`src/rtl/seg7_pkg.sv`:
```
// Shared types and the hex-to-segment table for the seven-segment scan controller.
package seg7_pkg;

  // Active-low segment vector, bit 6 = a ... bit 0 = g.
  typedef logic [6:0] seg7_t;

  localparam seg7_t SEG_BLANK = 7'h7F;

  // Hex nibble to active-low {a,b,c,d,e,f,g}; lowercase glyphs for b and d.
  function automatic seg7_t hex2seg(input logic [3:0] nib);
    seg7_t s;
    case (nib)
      4'h0: s = 7'b0000001;
      4'h1: s = 7'b1001111;
      4'h2: s = 7'b0010010;
      4'h3: s = 7'b0000110;
      4'h4: s = 7'b1001100;
      4'h5: s = 7'b0100100;
      4'h6: s = 7'b0100000;
      4'h7: s = 7'b0001111;
      4'h8: s = 7'b0000000;
      4'h9: s = 7'b0000100;
      4'hA: s = 7'b0001000;
      4'hB: s = 7'b1100000;
      4'hC: s = 7'b0110001;
      4'hD: s = 7'b1000010;
      4'hE: s = 7'b0110000;
      default: s = 7'b0111000;
    endcase
    return s;
  endfunction

endpackage

```
`src/rtl/seg7_decode.sv`:
```
// Combinational nibble-to-segment decoder used on the scan mux output.
module seg7_decode
  import seg7_pkg::*;
(
  input  logic [3:0] nibble,
  output seg7_t      seg
);

  assign seg = hex2seg(nibble);

endmodule

```
`src/rtl/seg7_scan_ctrl.sv`:
```
// Time-multiplexed seven-segment display controller.
// Scans NUM_DIGITS digits, REFRESH_DIV clocks per digit slot, with the first
// BLANK_CYCLES of every slot dark to suppress ghosting. Writes land in a
// pending buffer and are committed to the display buffer only when the scan
// wraps to digit 0, so a frame never shows a mix of old and new digits.
// Optional build macro: SEG7_LEADING_ZERO_BLANK_EN -- when defined, zero
// digits above the most-significant nonzero enabled digit are suppressed
// (digit 0 is always shown).
module seg7_scan_ctrl
  import seg7_pkg::*;
#(
  parameter int NUM_DIGITS   = 8,
  parameter int REFRESH_DIV  = 100000,
  parameter int BLANK_CYCLES = 1000
)(
  input  logic                    clk,
  input  logic                    reset,
  input  logic                    load,
  input  logic [4*NUM_DIGITS-1:0] data_in,
  input  logic [NUM_DIGITS-1:0]   dp_in,
  input  logic [NUM_DIGITS-1:0]   digit_en,
  output logic [NUM_DIGITS-1:0]   AN,
  output seg7_t                   A2G,
  output logic                    DP,
  output logic                    frame_start,
  output logic                    pend_valid
);

  localparam int PW = $clog2(REFRESH_DIV);
  localparam int IW = (NUM_DIGITS > 1) ? $clog2(NUM_DIGITS) : 1;

  logic [PW-1:0]           presc_q;
  logic [IW-1:0]           idx_q;

  logic [4*NUM_DIGITS-1:0] pend_data;
  logic [NUM_DIGITS-1:0]   pend_dp;
  logic [NUM_DIGITS-1:0]   pend_en;

  logic [4*NUM_DIGITS-1:0] disp_data;
  logic [NUM_DIGITS-1:0]   disp_dp;
  logic [NUM_DIGITS-1:0]   disp_en;

  logic                    slot_end;
  logic                    frame_wrap;
  logic                    commit;
  logic [PW-1:0]           presc_nxt;
  logic [IW-1:0]           idx_nxt;
  logic [4*NUM_DIGITS-1:0] disp_data_nxt;
  logic [NUM_DIGITS-1:0]   disp_dp_nxt;
  logic [NUM_DIGITS-1:0]   disp_en_nxt;
  logic [NUM_DIGITS-1:0]   eff_en_nxt;
  logic [3:0]              nib_p0;
  seg7_t                   seg_p0;
  logic                    lit_p0;
  logic [NUM_DIGITS-1:0]   an_p0;
  seg7_t                   a2g_p0;
  logic                    dp_p0;

  // Slot/frame sequencing. Outputs are computed from the next state so the
  // registered AN/A2G/DP line up with the slot that the counters enter.
  assign slot_end   = (presc_q == PW'(REFRESH_DIV - 1));
  assign frame_wrap = slot_end && (idx_q == IW'(NUM_DIGITS - 1));
  assign commit     = frame_wrap && pend_valid;
  assign presc_nxt  = slot_end ? '0 : presc_q + PW'(1);
  assign idx_nxt    = frame_wrap ? '0 : (slot_end ? idx_q + IW'(1) : idx_q);

  assign disp_data_nxt = commit ? pend_data : disp_data;
  assign disp_dp_nxt   = commit ? pend_dp   : disp_dp;
  assign disp_en_nxt   = commit ? pend_en   : disp_en;

`ifdef SEG7_LEADING_ZERO_BLANK_EN
  logic [NUM_DIGITS-1:0] lz_mask_q;
  logic [NUM_DIGITS-1:0] lz_mask_nxt;

  // Zero digits above the highest nonzero enabled digit; digit 0 is exempt.
  function automatic logic [NUM_DIGITS-1:0] lz_mask(
    input logic [4*NUM_DIGITS-1:0] d,
    input logic [NUM_DIGITS-1:0]   en
  );
    logic [NUM_DIGITS-1:0] m;
    logic                  seen;
    m    = '0;
    seen = 1'b0;
    for (int i = NUM_DIGITS - 1; i >= 1; i--) begin
      if (en[i] && (d[4*i +: 4] != 4'h0)) seen = 1'b1;
      if (!seen && (d[4*i +: 4] == 4'h0)) m[i] = 1'b1;
    end
    return m;
  endfunction

  assign lz_mask_nxt = commit ? lz_mask(pend_data, pend_en) : lz_mask_q;
  assign eff_en_nxt  = disp_en_nxt & ~lz_mask_nxt;

  // Blank mask is captured together with the display buffer at commit.
  always_ff @(posedge clk or negedge reset) begin
    if (!reset) lz_mask_q <= '0;
    else        lz_mask_q <= lz_mask_nxt;
  end
`else
  assign eff_en_nxt = disp_en_nxt;
`endif

  // ---- stage p0: select and decode the digit for the upcoming cycle ----
  assign nib_p0 = disp_data_nxt[4*idx_nxt +: 4];
  assign lit_p0 = eff_en_nxt[idx_nxt] && (presc_nxt >= PW'(BLANK_CYCLES));

  seg7_decode u_decode (
    .nibble (nib_p0),
    .seg    (seg_p0)
  );

  // Drive exactly one anode low, and only outside the blanking window.
  always_comb begin
    an_p0  = '1;
    a2g_p0 = SEG_BLANK;
    dp_p0  = 1'b1;
    if (lit_p0) begin
      an_p0[idx_nxt] = 1'b0;
      a2g_p0         = seg_p0;
      dp_p0          = ~disp_dp_nxt[idx_nxt];
    end
  end

  // Prescaler and digit index advance.
  always_ff @(posedge clk or negedge reset) begin
    if (!reset) begin
      presc_q <= '0;
      idx_q   <= '0;
    end else begin
      presc_q <= presc_nxt;
      idx_q   <= idx_nxt;
    end
  end

  // Pending buffer: last write wins; a load on the boundary cycle re-arms it.
  always_ff @(posedge clk or negedge reset) begin
    if (!reset) begin
      pend_data  <= '0;
      pend_dp    <= '0;
      pend_en    <= '0;
      pend_valid <= 1'b0;
    end else if (load) begin
      pend_data  <= data_in;
      pend_dp    <= dp_in;
      pend_en    <= digit_en;
      pend_valid <= 1'b1;
    end else if (commit) begin
      pend_valid <= 1'b0;
    end
  end

  // Display buffer updates only at a frame boundary with a pending write.
  always_ff @(posedge clk or negedge reset) begin
    if (!reset) begin
      disp_data <= '0;
      disp_dp   <= '0;
      disp_en   <= '0;
    end else begin
      disp_data <= disp_data_nxt;
      disp_dp   <= disp_dp_nxt;
      disp_en   <= disp_en_nxt;
    end
  end

  // ---- stage p1: registered pad outputs ----
  always_ff @(posedge clk or negedge reset) begin
    if (!reset) begin
      AN          <= '1;
      A2G         <= SEG_BLANK;
      DP          <= 1'b1;
      frame_start <= 1'b0;
    end else begin
      AN          <= an_p0;
      A2G         <= a2g_p0;
      DP          <= dp_p0;
      frame_start <= frame_wrap;
    end
  end

endmodule

```
`config.mk`:
```
export PLATFORM = sky130hd
export DESIGN_NAME = seg7_scan_ctrl
export DESIGN_NICKNAME = d
export VERILOG_FILES = /design/src/rtl/seg7_pkg.sv /design/src/rtl/seg7_decode.sv /design/src/rtl/seg7_scan_ctrl.sv
export SDC_FILE = /design/constraint.sdc
export NUM_CORES = 1
export LEC_CHECK = 0
export ABC_AREA = 1
export BUFFER_PORTS_ARGS = -buffer_cell sky130_fd_sc_hd__buf_2
export CAP_MARGIN = 15
export CORE_MARGIN = 2
export CORE_UTILIZATION = 29
export DETAILED_ROUTE_END_ITERATION = 6
export PLACE_DENSITY = 0.52
export SYNTH_ARGS = -nofsm -noshare
export SYNTH_HDL_FRONTEND = slang
export SYNTH_SLANG_ARGS = --single-unit
```
`constraint.sdc`:
```
create_clock -name clk -period 3.75 [get_ports clk]
set_input_delay 0.375 -clock clk [delete_from_list [all_inputs] [get_ports clk]]
set_output_delay 0.375 -clock clk [all_outputs]
set_load 0.01 [all_outputs]
```
== Word level (Yosys, flattened, before mapping) ==
Memories as Yosys holds them, arrays and structs flattened.
Cells that the tools add are included.

* Bits in registers: 134
* Bits in read-only memories: 112
* Bits of input ports: 51
* Output and inout bits: 18
* Logic and storage cells: 46
* Memories kept: 1

* $add $sub $neg: 2
* Order comparisons: 3
* Equal/unequal tests: 2
* Shift-type cells: 1
* Muxes and demuxes: 17
* Bitwise operators: 2
* Reductions and logical operators: 5

{| class="wikitable"
|+ Memories
! memory !! depth !! bits a word !! rd ports !! clocked after memory_dff !! wr ports !! RTL line !! RTL
|-
| (no name shown) || 16 || 7 || 1 || 0 || 0 || seg7_pkg.sv:12 || <nowiki>case (nib)</nowiki>
|}

{| class="wikitable"
|+ Operators by type and width
! operator !! number
|-
| 32-bit 2-to-1 mux || 1
|-
| 32-bit by 6-bit indexed part select with 4-bit output || 1
|-
| 8-bit 2-to-1 mux || 3
|-
| 17-bit by 1-bit adder with 17-bit output (second input constant) || 1
|-
| 17-bit equality test (second input constant) || 1
|-
| 17-bit by 10-bit >= comparator with 1-bit output (second input constant) || 1
|-
| 17-bit 2-to-1 mux || 1
|-
| 8-bit NOT || 1
|-
| 7-bit 2-to-1 mux || 1
|-
| 1-bit binary-select mux with 3-bit select || 2
|-
| 1-bit 2-to-1 mux || 6
|-
| 3-bit 2-to-1 mux || 2
|-
| 1-bit logical AND || 4
|-
| 3-bit by 4-bit < comparator with 1-bit output (second input constant) || 1
|-
| 3-bit by 1-bit adder with 3-bit output (second input constant) || 1
|-
| 1-bit demux with 3-bit select || 1
|-
| 3-bit equality test (second input constant) || 1
|-
| 3-bit by 1-bit >= comparator with 1-bit output (second input constant) || 1
|-
| 2-bit nonzero test || 1
|-
| 1-bit NOT || 1
|}

== Depth between registers and ports, before layout ==
* Depth after elaboration: 9
* Gate-level depth with buffers: 20
* Gate-level depth less buffers: 18

== Modules after synthesis ==
From an unflattened synthesis, not the netlist that was laid out.

* Cell total of the unflattened synthesis: 808
* Area total of the unflattened synthesis: 6,481.2 µm²

{| class="wikitable"
|+ By module, submodules not included
! module !! instances !! cells each !! area each (µm²) !! seq. area each (µm²)
|-
| seg7_scan_ctrl || 1 || 757 || 6,206.0 || 3,373.2
|-
| seg7_decode || 1 || 51 || 275.3 || 0.0
|}

== Least setup slack after synthesis ==
Ideal clock, no wire load.

* Path type: register to register
* Start point: register idx_q[1]
* End point: register A2G[5]
* Library setup time: 79 ps
* Arrival: 2,536 ps
* Data required time: 3,671 ps
* Setup slack: 1,135 ps
* Stages on the path, launching flop included: 17
* Cells stage by stage: dfrtp_1 > ha_1 > ha_1 > clkbuf_1 > nand4_4 > buf_6 > buf_6 > o21ai_1 > nor2_1 > nor2_1 > nand2_1 > nor2_2 > ha_1 > inv_1 > nor2_1 > a21oi_1 > nand2_1

* Cells in the longest elaborated chain, start to end: 8

{| class="wikitable"
|+ RTL lines
! element !! RTL line !! RTL
|-
| start: declaration || seg7_scan_ctrl.sv:33 || <nowiki>logic [IW-1:0] idx_q;</nowiki>
|-
| start signal: assignment || seg7_scan_ctrl.sv:131 || <nowiki>idx_q <= idx_nxt;</nowiki>
|-
| branches (longest 7 deep; another with memory 16 x 7 bit) || - ||
|-
| 7-bit 2-to-1 mux (*) || seg7_scan_ctrl.sv:117 || <nowiki>if (lit_p0) begin</nowiki>
|-
| via a2g_p0[5] || seg7_scan_ctrl.sv:56 || <nowiki>seg7_t a2g_p0;</nowiki>
|-
| end signal: assignment || seg7_scan_ctrl.sv:174 || <nowiki>A2G <= a2g_p0;</nowiki>
|-
| end: declaration || seg7_scan_ctrl.sv:23 || <nowiki>output seg7_t A2G,</nowiki>
|}

Mark *: on every way through the listed nets, which the timed path passes. The select of a mux whose other input is x is not followed.
A chain may end at the register's enable or synchronous reset.

== Worst setup path after layout ==
* Start point: register idx_q[1]
* End point: register A2G[6]

The elaborated chain is that of the path after synthesis.

==> flow_summary_export.csv <==
group,metric,value,unit
drt,vias_per_cell,4.35,
yosys,synth_top_family_by_area,"simple AND/OR/NAND/NOR gates",
setup_path,cp_max_fo,12,
yosys,synthMostInstantiatedCell,"nand2_1",
clock_network,cts_tree,"yes",
layout,antenna_cells,0,
setup_path,slowest_stage,"ha_1",
clock_network,clk_path_buf_depth,2,
sta,fin_setup_tns,0,ps
yosys,ys_warn_count,0,
yosys,muxShareOfSynthArea,0,%
yosys,async_flop_share,100,%
drt,routed_wl,15.9,mm
die,start_util,29.5,%
grt,grt_pass1_wl,26.8,mm
grt,antenna_found_initial,0,
sta,fin_crit_sh,88.6,%
clock_network,cts_made_buffers,17,
sta,max_freq,301,MHz
yosys,dominantRegCellSynth,"dfrtp_1",
yosys,synth-edff-count,0,
yosys,synth_top_area_share,45.8,%
sta,worstMarginPinSlew,857,ps
clock_network,insertion_delay,430,ps
drt,firstDrtPassIters,4,
power_and_ir_drop,leakagePower,0.00417,uW
setup_path,required,4100,ps
die,die_w,153,um
drt,drc,0,
clock_network,post_cts.repair.setup_buffers,0,
placement,pre_cts_slack,483,ps
clock_network,cts_sinks,134,
die,pin_count,69,
grt,grt_max_degree,95,
placement,gp_congestion,0.854,
drt,drtAntennaViolNets,0,
die,row_count,54,
setup_path,cp_data_arrival_time,3680,ps
clock_network,hold_buffers,0,
setup_path,crit_top_cell,"nand2_1",
drt,num_vias,5083,
sta,finalSetupViolCount,0,
sta,finalWorstSetupSlack,426,ps
sta,drv_slew,0,
sta,min_period,3320,ps
grt,grtUsageTotal,14.5,%
layout,nets,935,
setup_path,critPathTopFamily,"simple AND/OR/NAND/NOR gates",
setup_path,r2r_cells,17,
setup_path,crit_buf_inv,1,
yosys,synthTopCellsByCount,"264 x nand2_1, 121 x inv_1, 118 x dfrtp_1, 70 x nor2_1, 56 x o21ai_0",
drt,wl_per_cell,13.6,um
setup_path,cp-end-kind,"flop",
placement,dpl.hpwl,11.5,mm
clock_network,path_clk_slew,60,ps
yosys,synth_fp_nets,864,
yosys,synth_area,6450,um2
hold_path,hold_class,"input pin to asynchronous set/reset pin",
yosys,syn_avg_cell_area,8.02,um2
power_and_ir_drop,p_per_area,439,nW/um2
yosys,synth_compound_area_share,6.52,%
grt,grt_pass1_vias,4997,
yosys,synth_cells,804,
setup_path,cp-start-kind,"flop",
setup_path,r2r_slack,430,ps
yosys,yosys.area_share.adder,1.75,%
status,status,"finished clean",
die,core,21800,um2
setup_path,timing.rr.start,"idx_q[1]",
clock_network,cts_max_level,4,
drt,drt_iter0_markers,358,
setup_path,cpPeakStageDelay,530,ps
sta,skew,12.0,ps
layout,final_layout_size_suffix_gt1_share,18.1,%
clock_network,cts_root_buffer,"clkbuf_16",
setup_path,critical_path_class,"flop to flop",
yosys,yosys.cell_types.count,35,
yosys,yosysTopAreaCell,"dfrtp_1",
die,die_h,153,um
layout,nFillCells,2361,
setup_path,path_cells,"ha_1 -> ha_1 -> inv_1 -> nand2_1 -> nand4_1 -> nand2_2 -> nand2_1 -> nor2_1 -> nand2_1 -> nand2_1 -> nor2_1 -> nand3_1 -> ha_1 -> nand3_1 -> nand2_1 -> nand2_1 -> nand3_1",
layout,syn_to_final_growth,19.0,%
setup_path,r2r_end,"A2G[6]",
power_and_ir_drop,vdd_drop_max,0.267,mV
yosys,synth-simple-area-share,29.2,%
sta,rsz0062_at_grt,"no",
placement,port_buffers,68,
yosys,synth_area_leaders,"dfrtp_1 46%, nand2_1 15%, inv_1 7.0%, dfstp_2 6.5%, o21ai_0 4.3%",
yosys,seq_area_frac_synth,52.3,%
yosys,ys_seq_elements,134,
sta,relSlewSlack,42.9,%
sta,hold_violations,0,
yosys,synth_xor_area_share,0.815,%
clock_network,cts-resized-gates,0,
power_and_ir_drop,p_total,3370,uW
setup_path,cp.depth,17,
die,die-area,23400,um2
grt,grt_overflow_total,0,
job,cap_violations,0,
==> through the flow <==
| stage | util [%] | area [um2] | hold WS (ps) | instances |
|---|---|---|---|---|
| 6_report | 35.2 | 7680 | 64.6 | 1168 |
| 3_5_place_dp | 32.4 | 7060 | 456 | 1136 |
| 3_3_place_gp | 32.4 | 7060 | 446 | 1136 |
| 2_1_floorplan | - | 6450 | 79.4 | 804 |
| 4_1_cts | 35.2 | 7680 | 90.2 | 1168 |
| 5_1_grt | 35.2 | 7680 | 129 | 1168 |
==> state kept, by name, indices dropped and copies added (netlist names) <==
signal       cells
disp_data       32
pend_data       32
presc_q         17
AN               8
disp_dp          8
disp_en          8
pend_dp          8
pend_en          8
A2G              7
idx_q            3
DP               1
frame_start      1
pend_valid       1
==> how the worst max path moves through the flow <==
stage | end | start | slack, ps
2_1_floorplan | A2G[5] | idx_q[1] | 1130
3_3_place_gp | A2G[3] | idx_q[1] | 400
3_5_place_dp | A2G[3] | idx_q[1] | 480
4_1_cts | A2G[3] | idx_q[1] | 460
5_1_grt | A2G[3] | idx_q[1] | 150
6_report | A2G[6] | idx_q[1] | 430
==> final cells by class <==
class	count	area [um2]	area share, %
Tap cell	280	350	4.56
Sequential cell	134	3370	43.9
Clock inverter	13	171	2.23
Clock buffer	19	443	5.77
Inverter	128	485	6.32
Multi-Input combinational cell	521	2470	32.2
Timing Repair Buffer	73	384	5.00
==> layer usage <==
layer  track usage [%]  wire length, um  vias to the layer above
met2              22.3             7140                      105
met3              3.66              769                       14
li1                  -                -                     2623
met4              5.07              316                        0
met5                 0                0                        -
met1              20.0             7700                     2341
==> cells by family (layout without fill, tap and decap cells) <==
logic type / count (synthesis) / count (layout)
flops: 134 / 134
compound gates: 82 / 82
simple gates: 424 / 424
xor+xnor: 6 / 6
fa+ha+maj: 9 / 9
buf+inv: 149 / 233
==> power by group <==
group | switching, uW | total [uW] | internal [uW]
combinational | 90.1 | 132 | 41.6
sequential | 16.8 | 1510 | 1490
clock | 658 | 1730 | 1070
==> placed cells by master (no fill, tap or decap), types with 2 or more instances in the layout <==
master,count
nand2_1,264
nor2_1,70
inv_2,3
nor2_4,3
a21oi_1,2
inv_6,3
o21ai_0,56
nand2_2,8
clkinvlp_4,2
clkbuf_16,17
o21bai_1,2
buf_4,5
buf_2,67
nor2_2,9
nor3_1,4
bufinv_16,3
inv_1,121
nand2_4,3
o21ai_1,20
nand3_2,5
nand3_1,33
dfstp_2,16
dfrtp_1,118
clkinv_1,2
xor2_1,6
clkinv_4,4
ha_1,9
nor4_1,2
nand4_1,16
inv_4,2
Note: power is estimated with default switching activity, not from simulation.
